**src/rtl/instr_issue_ctrl.sv**
```systemverilog
`default_nettype none
// ============================================================================
// Module  : instr_issue_ctrl
// Brief   : Issue stage that decodes one instruction per 4 clocks into the
//           ALU control word, one-hot register write enable and carry-in.
// Revision: 1.0 - initial release
// ============================================================================
module instr_issue_ctrl #(
   parameter int NREG      = 16,
   parameter int FLAG_W    = 5,
   parameter int CARRY_BIT = 3
) (
   input  logic              clk,
   input  logic              reset,
   input  logic              instr_valid,
   input  logic [15:0]       instr,
   output logic              instr_ready,
   input  logic [FLAG_W-1:0] flags_in,
   output logic [15:0]       alu_code,
   output logic [NREG-1:0]   reg_en,
   output logic              cin,
   output logic [FLAG_W-1:0] flags_q,
   output logic              halted,
   output logic [15:0]       retired
);

   typedef enum logic [2:0] {
      S_IDLE   = 3'd0,
      S_DECODE = 3'd1,
      S_EXEC   = 3'd2,
      S_FLAGS  = 3'd3,
      S_HALT   = 3'd4
   } state_t;

   localparam logic [3:0] c_OP_ALU  = 4'h0;
   localparam logic [3:0] c_OP_HALT = 4'hF;
   localparam logic [3:0] c_EXT_NOP = 4'h0;
   localparam logic [3:0] c_EXT_CMP = 4'hB;
   localparam logic [3:0] c_EXT_ADDC = 4'h7;

   state_t              r_state;
   logic [15:0]         r_alu_code;
   logic [NREG-1:0]     r_reg_en;
   logic                r_cin;
   logic [FLAG_W-1:0]   r_flags_q;
   logic                r_halted;
   logic [15:0]         r_retired;

   logic                w_writes;
   logic [NREG-1:0]     w_onehot;

   assign w_writes = (r_alu_code[15:12] == c_OP_ALU) &&
                     (r_alu_code[7:4] != c_EXT_NOP) &&
                     (r_alu_code[7:4] != c_EXT_CMP);
   assign w_onehot = {{(NREG-1){1'b0}}, 1'b1} << r_alu_code[3:0];

   // Gated with reset so upstream never sees ready while the stage is held in reset.
   assign instr_ready = reset && (r_state == S_IDLE);

   always_ff @(posedge clk or negedge reset) begin
      if (!reset) begin
         r_state    <= S_IDLE;
         r_alu_code <= '0;
         r_reg_en   <= '0;
         r_cin      <= 1'b0;
         r_flags_q  <= '0;
         r_halted   <= 1'b0;
         r_retired  <= '0;
      end else begin
         case (r_state)
            S_IDLE: begin
               if (instr_valid) begin
                  r_alu_code <= instr;
                  if (instr[15:12] == c_OP_HALT) begin
                     r_state  <= S_HALT;
                     r_halted <= 1'b1;
                  end else begin
                     r_state <= S_DECODE;
                     r_cin   <= (instr[15:12] == c_OP_ALU && instr[7:4] == c_EXT_ADDC) ?
                                r_flags_q[CARRY_BIT] : 1'b0;
                  end
               end
            end
            S_DECODE: begin
               r_reg_en <= w_writes ? w_onehot : '0;
               r_state  <= S_EXEC;
            end
            S_EXEC: begin
               r_reg_en <= '0;
               r_state  <= S_FLAGS;
            end
            S_FLAGS: begin
               r_flags_q <= flags_in;
               r_retired <= r_retired + 16'd1;
               r_cin     <= 1'b0;
               r_state   <= S_IDLE;
            end
            S_HALT: begin
               r_reg_en <= '0;
               r_halted <= 1'b1;
            end
            default: begin
               r_reg_en <= '0;
               r_state  <= S_IDLE;
            end
         endcase
      end
   end

   assign alu_code = r_alu_code;
   assign reg_en   = r_reg_en;
   assign cin      = r_cin;
   assign flags_q  = r_flags_q;
   assign halted   = r_halted;
   assign retired  = r_retired;

endmodule
`default_nettype wire

```
**config.mk**
```make
export PLATFORM = sky130hd
export DESIGN_NAME = instr_issue_ctrl
export DESIGN_NICKNAME = d
export VERILOG_FILES = /design/src/rtl/instr_issue_ctrl.sv
export SDC_FILE = /design/constraint.sdc
export NUM_CORES = 1
export LEC_CHECK = 0
export BUFFER_PORTS_ARGS = -buffer_cell sky130_fd_sc_hd__clkbuf_2
export CAP_MARGIN = 40
export CORE_MARGIN = 3
export CORE_UTILIZATION = 29
export CTS_CLUSTER_DIAMETER = 200
export DETAILED_ROUTE_END_ITERATION = 8
export SYNTH_ARGS = -nofsm -noshare
export SYNTH_HDL_FRONTEND = slang
export SYNTH_SLANG_ARGS = --single-unit
```
**constraint.sdc**
```tcl
create_clock -name clk -period 1.9 [get_ports clk]
set_input_delay 0.19 -clock clk [delete_from_list [all_inputs] [get_ports clk]]
set_output_delay 0.19 -clock clk [all_outputs]
set_load 0.02 [all_outputs]
```
======== Word-level counts from Yosys, hierarchy flattened ========
Cells that the tools add are included.
word-level totals
  bits in registers ....................... 58
  output and inout bits ................... 56
  word-level logic and storage cells ...... 47
cells by class
  add/subtract/negate cells ............... 1
  eq/ne operators ......................... 10
  shift operators ......................... 1
  muxes and demuxes ....................... 12
  bitwise logic cells ..................... 1
  reduce and logical (&&, ||, !) cells .... 15
operators by type and width
  kind                                                                     number
  16-bit case mux with 2 select lines                                      1
  16-bit by 1-bit adder with 16-bit output, second input constant          1
  16-bit 2-to-1 mux                                                        1
  1-bit by 4-bit << shifter with 16-bit output, first input constant       1
  3-bit case mux with 4 select lines                                       1
  4-bit logical NOT                                                        2
  3-bit by 2-bit == test with 1-bit output, second input constant          2
  3-bit 2-to-1 mux                                                         2
  3-bit AND reduction                                                      2
  1-bit 2-to-1 mux                                                         5
  4-bit by 3-bit == test with 1-bit output, second input constant          1
  4-bit == test, second input constant                                     1
  1-bit logical AND                                                        4
  2-bit inequality test, second input constant                             2
  4-bit inequality test, second input constant                             1
  1-bit case mux with 2 select lines                                       2
  2-bit AND reduction                                                      2
  2-bit nonzero test                                                       2
  4-bit nonzero test                                                       1
  3-bit by 1-bit == test with 1-bit output, second input constant          1
  3-bit == test, second input constant                                     1
  3-bit logical NOT                                                        1
  2-bit by 1-bit inequality test with 1-bit output, second input constant  1
  2-bit OR reduction                                                       1
  1-bit NOT                                                                1

======== Logic depth before layout (Yosys ltp) ========
  depth after elaboration ................. 6
  gate-level depth with buffers ........... 6

======== Worst setup path before layout ========
Ideal clock, no wire load.
  path type ............................... register to register
  from .................................... register r_state[1]
  to ...................................... register r_alu_code[0] (netlist: alu_code[0])
  data arrival time ....................... 1.517 ns
  required time ........................... 1.775 ns
  setup slack ............................. 0.258 ns
  cell stages (with the launch flop) ...... 6
  clock period less this slack ............ 1.642 ns
  cells stage by stage .................... dfrtp_1 clkbuf_2 nor3_1 and2_0 buf_4 mux2_2
on the way
  longest elaborated chain between the ends .. 2
ends and longest elaborated chain
  element                               line  source
  start: declaration                    41    state_t r_state;
  start signal: assignment              62    r_state <= S_IDLE;
  start signal: assignment              75    r_state <= S_HALT;
  start signal: assignment              78    r_state <= S_DECODE;
  3-bit logical NOT                     70    case (r_state)
  2-bit AND reduction (no source line)  -
  end signal: assignment                73    r_alu_code <= instr;
  end: declaration                      42    logic [15:0] r_alu_code;
Every way passes these cells.
A chain may end at the register's enable or synchronous reset.

======== Worst setup path in the final report ========
  from .................................... register r_state[2]
  to ...................................... register r_reg_en[5] (netlist: reg_en[5])
on the way
  longest elaborated chain between the ends .. 3
  elaborated cells between the ends (all ways) .. 5
  classes of those cells .................. eq/ne (2); mux (1); reduce/logical (2)
ends and longest elaborated chain
  element                                                                        line  source
  3-bit by 2-bit == test with 1-bit output or 3-bit logical NOT (tied branches)  70
  2-bit OR reduction (no source line)                                            -
  16-bit case mux with 2 select lines                                            70
  end signal: assignment                                                         85    r_reg_en <= w_writes ? w_onehot : '0;
  end: declaration                                                               43    logic [NREG-1:0] r_reg_en;
Several ways; a longest one is shown, not always the timed one.

==> impl_metrics.xml <==
<?xml version="1.0" encoding="UTF-8"?>
<metrics>
  <group name="run_status">
    <metric name="run_status" unit="">finished clean</metric>
  </group>
  <group name="timing">
    <metric name="slew_margin_rel" unit="%">51.7</metric>
    <metric name="timing.final.ws_setup" unit="ns">0.149</metric>
    <metric name="max_freq" unit="MHz">571</metric>
    <metric name="final.period_utilization" unit="%">92.2</metric>
    <metric name="timing_hold_violations_final" unit="">0</metric>
    <metric name="setup_viol_count_final" unit="">0</metric>
    <metric name="setup_tns" unit="ns">0</metric>
    <metric name="finalMaxSlewViolations" unit="">0</metric>
    <metric name="slew_worst_pin" unit="ns">0.724</metric>
    <metric name="rsz0062_at_grt" unit="">true</metric>
    <metric name="finalCriticalPeriod" unit="ns">1.75</metric>
    <metric name="skew" unit="ns">0.0114</metric>
  </group>
  <group name="finish">
    <metric name="antennaDiodeCount" unit="">0</metric>
    <metric name="final.fill_count" unit="">819</metric>
    <metric name="finalInstanceArea" unit="um2">3130</metric>
    <metric name="postLayoutCoreUtil" unit="%">39.9</metric>
    <metric name="final_layout_size_suffix_gt1_share" unit="%">42.1</metric>
    <metric name="final_nets" unit="">319</metric>
    <metric name="flow.area_growth_from_synthesis" unit="%">31.4</metric>
  </group>
  <group name="setup_path">
    <metric name="worstPathRequired" unit="ns">2.16</metric>
    <metric name="start_kind" unit="">register</metric>
    <metric name="cp.arrival" unit="ns">2.01</metric>
    <metric name="timing.critical_path.fanout_max" unit="">8</metric>
    <metric name="critical_path_class" unit="">reg -&gt; reg</metric>
    <metric name="crit_path_end_kind" unit="">register</metric>
  </group>
  <group name="synth">
    <metric name="post-synth-top-area-fraction" unit="%">61.0</metric>
    <metric name="number_of_unique_standard_cell_types_used_by_synthesis" unit="">34</metric>
    <metric name="synth_largest_area_cell" unit="">dfrtp_1</metric>
    <metric name="edff_count_synth" unit="">0</metric>
    <metric name="avgSynthCellArea" unit="um2">11.7</metric>
    <metric name="synthesized_nets" unit="">228</metric>
    <metric name="ys_seq_area_share" unit="%">61.0</metric>
    <metric name="syn_area" unit="um2">2380</metric>
    <metric name="syn_inst" unit="">203</metric>
    <metric name="fraction_of_registers_with_async_set_or_reset_after_synthesis" unit="%">100</metric>
    <metric name="synth_ff_type" unit="">dfrtp_1</metric>
    <metric name="synth.ff_latch_count" unit="">58</metric>
    <metric name="count_of_warnings_emitted_by_yosys" unit="">0</metric>
    <metric name="synth.area.top_cells" unit="">dfrtp_1 61%, mux2_2 7.6%, nand2_1 6.5%</metric>
  </group>
  <group name="power">
    <metric name="total_leakage_power" unit="nW">1.54</metric>
    <metric name="power_per_cell_area" unit="nW/um2">1490</metric>
    <metric name="power.ir.vdd_worst" unit="uV">679</metric>
  </group>
  <group name="placed_design">
    <metric name="placed_cell_area" unit="um2">2920</metric>
    <metric name="pre_cts_slack" unit="ns">0.130</metric>
    <metric name="gp_routability_congestion" unit="">0.772</metric>
    <metric name="buffer_ports.inserted" unit="">79</metric>
    <metric name="dp_hpwl" unit="mm">4.04</metric>
  </group>
  <group name="clocking">
    <metric name="post_cts_resize_count" unit="">0</metric>
    <metric name="cts_buffers" unit="">9</metric>
    <metric name="htreeDepth" unit="">3</metric>
    <metric name="cts_root_buf" unit="">clkbuf_8</metric>
    <metric name="ctsLongestPathBuffers" unit="">2</metric>
    <metric name="path_clk_slew" unit="ns">0.07</metric>
    <metric name="cts_post_setup_buffers_inserted" unit="">0</metric>
    <metric name="clkLatencyLatePin" unit="ns">0.34</metric>
    <metric name="cts-hold-fix-buffers" unit="">0</metric>
    <metric name="clock-sinks" unit="">58</metric>
    <metric name="cts_tree" unit="">yes</metric>
  </group>
  <group name="detailed_routing">
    <metric name="remaining_drc_errors" unit="">0</metric>
    <metric name="detail_route.first_pass.iterations" unit="">4</metric>
    <metric name="route.antenna.remaining_nets" unit="">0</metric>
    <metric name="routed_wirelength" unit="mm">5.55</metric>
    <metric name="post_drt_wl_per_cell" unit="um">13.8</metric>
    <metric name="drt-initial-drc-count" unit="">46</metric>
    <metric name="routed-via-count" unit="">1814</metric>
    <metric name="number_of_vias_per_cell" unit="">4.52</metric>
  </group>
  <group name="floorplanning">
    <metric name="die_h" unit="um">96.6</metric>
    <metric name="floorplan.rows" unit="">32</metric>
    <metric name="ioPinCount" unit="">80</metric>
    <metric name="start_util" unit="%">30.3</metric>
    <metric name="floorplan.die.width" unit="um">96.6</metric>
    <metric name="dieArea" unit="um2">9330</metric>
    <metric name="core_region_area" unit="um2">7850</metric>
  </group>
  <group name="global_route">
    <metric name="first_global_vias" unit="">1813</metric>
    <metric name="initial_antenna_violation_count" unit="">0</metric>
    <metric name="globalRouteTotalUtil" unit="%">13.0</metric>
    <metric name="largest_net_degree_at_the_start_of_global_routing" unit="">59</metric>
    <metric name="grt_overflow_total" unit="">0</metric>
    <metric name="global_route_wire_length_before_repair" unit="mm">8.99</metric>
  </group>
  <group name="run">
    <metric name="maxCapViolations" unit="">0</metric>
  </group>
  <group name="hold_path">
    <metric name="min-delay-path-class" unit="">in -&gt; reg</metric>
  </group>
</metrics>
-- cell usage in the layout (no fill, tap or decap), drive strengths merged, types with 2 or more instances in the layout --
cell type and n:
mux2 16, o21ai 17, nand2b 2, nor2b 2, nand2 41, clkinvlp 3
nor2 5, xor2 6, and4 4, xnor2 10, or2 3, clkinv 2
clkbuf 89, nor3 5, dfrtp 58, buf 6, nand3 8, nand4b 3
and3 2, and2 2, nand4 2, nor4 2, a21oi 2
-- cell usage after synthesis, types with 2 or more instances --
| master | count |
|---|---|
| nand4_1 | 2 |
| nor3_1 | 4 |
| nand3_1 | 8 |
| dfrtp_1 | 58 |
| or2_2 | 3 |
| nand4b_1 | 3 |
| and4_1 | 4 |
| nand2b_1 | 2 |
| a21oi_1 | 2 |
| and3_1 | 2 |
| clkbuf_1 | 2 |
| nand2_1 | 41 |
| mux2_2 | 16 |
| nor2b_1 | 2 |
| xnor2_1 | 10 |
| nor2_1 | 5 |
| o21ai_0 | 17 |
| xor2_1 | 6 |
-- through the flow --
step	total power [mW]	std cells	hold slack [ns]
final	4.67	401	0.0417
after global routing	5.03	401	0.0257
after CTS	4.75	401	0.0266
after detailed placement	3.57	385	0.390
after floorplan	2.93	203	-0.106
after global placement	3.54	385	0.380
-- critical path, stage by stage, from the launching register on --
cell and delay (ns):
dfrtp_2 0.45, or4b_4 0.56, nor4_4 0.24, nand4b_1 0.23, o21ai_0 0.21
-- power by group --
group / leakage [nW] / switching [mW] / internal [mW]
Combinational: 0.696 / 1.01 / 0.646
Clock: 0.0945 / 0.520 / 0.640
Sequential: 0.752 / 0.303 / 1.56
Total: 1.54 / 1.83 / 2.84
-- logic make-up after synthesis --
kind of cell / Yosys count / synth area share [%]
flops: 58 / 61.0
buf+inv: 6 / 1.21
simple gates: 86 / 19.5
mux: 16 / 7.57
fa+ha+maj: 1 / 0.526
compound gates: 20 / 4.31
xor+xnor: 16 / 5.89
-- worst paths after layout --
path	startpoint	endpoint	slack, ns	cells after the start
max	r_state[2]$_DFFE_PN0P_	reg_en[5]$_DFFE_PN0N_	0.15	4
min	flags_in[3]	flags_q[3]$_DFFE_PN0N_	0.04	3
max reg2reg	r_state[2]$_DFFE_PN0P_	reg_en[5]$_DFFE_PN0N_	0.15	4
min reg2reg	retired[15]$_DFFE_PN0N_	retired[15]$_DFFE_PN0N_	0.47	1
max in group asynchronous	reset	r_state[2]$_DFFE_PN0P_	1.31	2
min in group asynchronous	reset	reg_en[15]$_DFFE_PN0N_	0.07	2
-- area by class of cell --
class / instances / area [um2] / share of cell area [%]
multi-input combinational: 139 / 900 / 28.8
tap: 102 / 128 / 4.08
clock inverter: 6 / 66.3 / 2.12
inverter: 1 / 3.75 / 0.120
clock buffer: 10 / 138 / 4.40
sequential: 58 / 1450 / 46.4
timing repair buffer: 85 / 440 / 14.1
-- flip-flops by register name, summed over array words and instances (netlist names) --
register  flops
retired      16
cin           1
r_state       3
flags_q       5
reg_en       16
alu_code     16
halted        1
-- routing by layer --
layer,vias up,GRT usage [%],part of all wire (%)
met2,65,18.6,44
met3,9,5.11,7.7
met1,859,17.5,47
met4,0,5.61,1.8
met5,-,0,0
li1,881,-,-
Note: power is estimated with default switching activity, not from simulation.
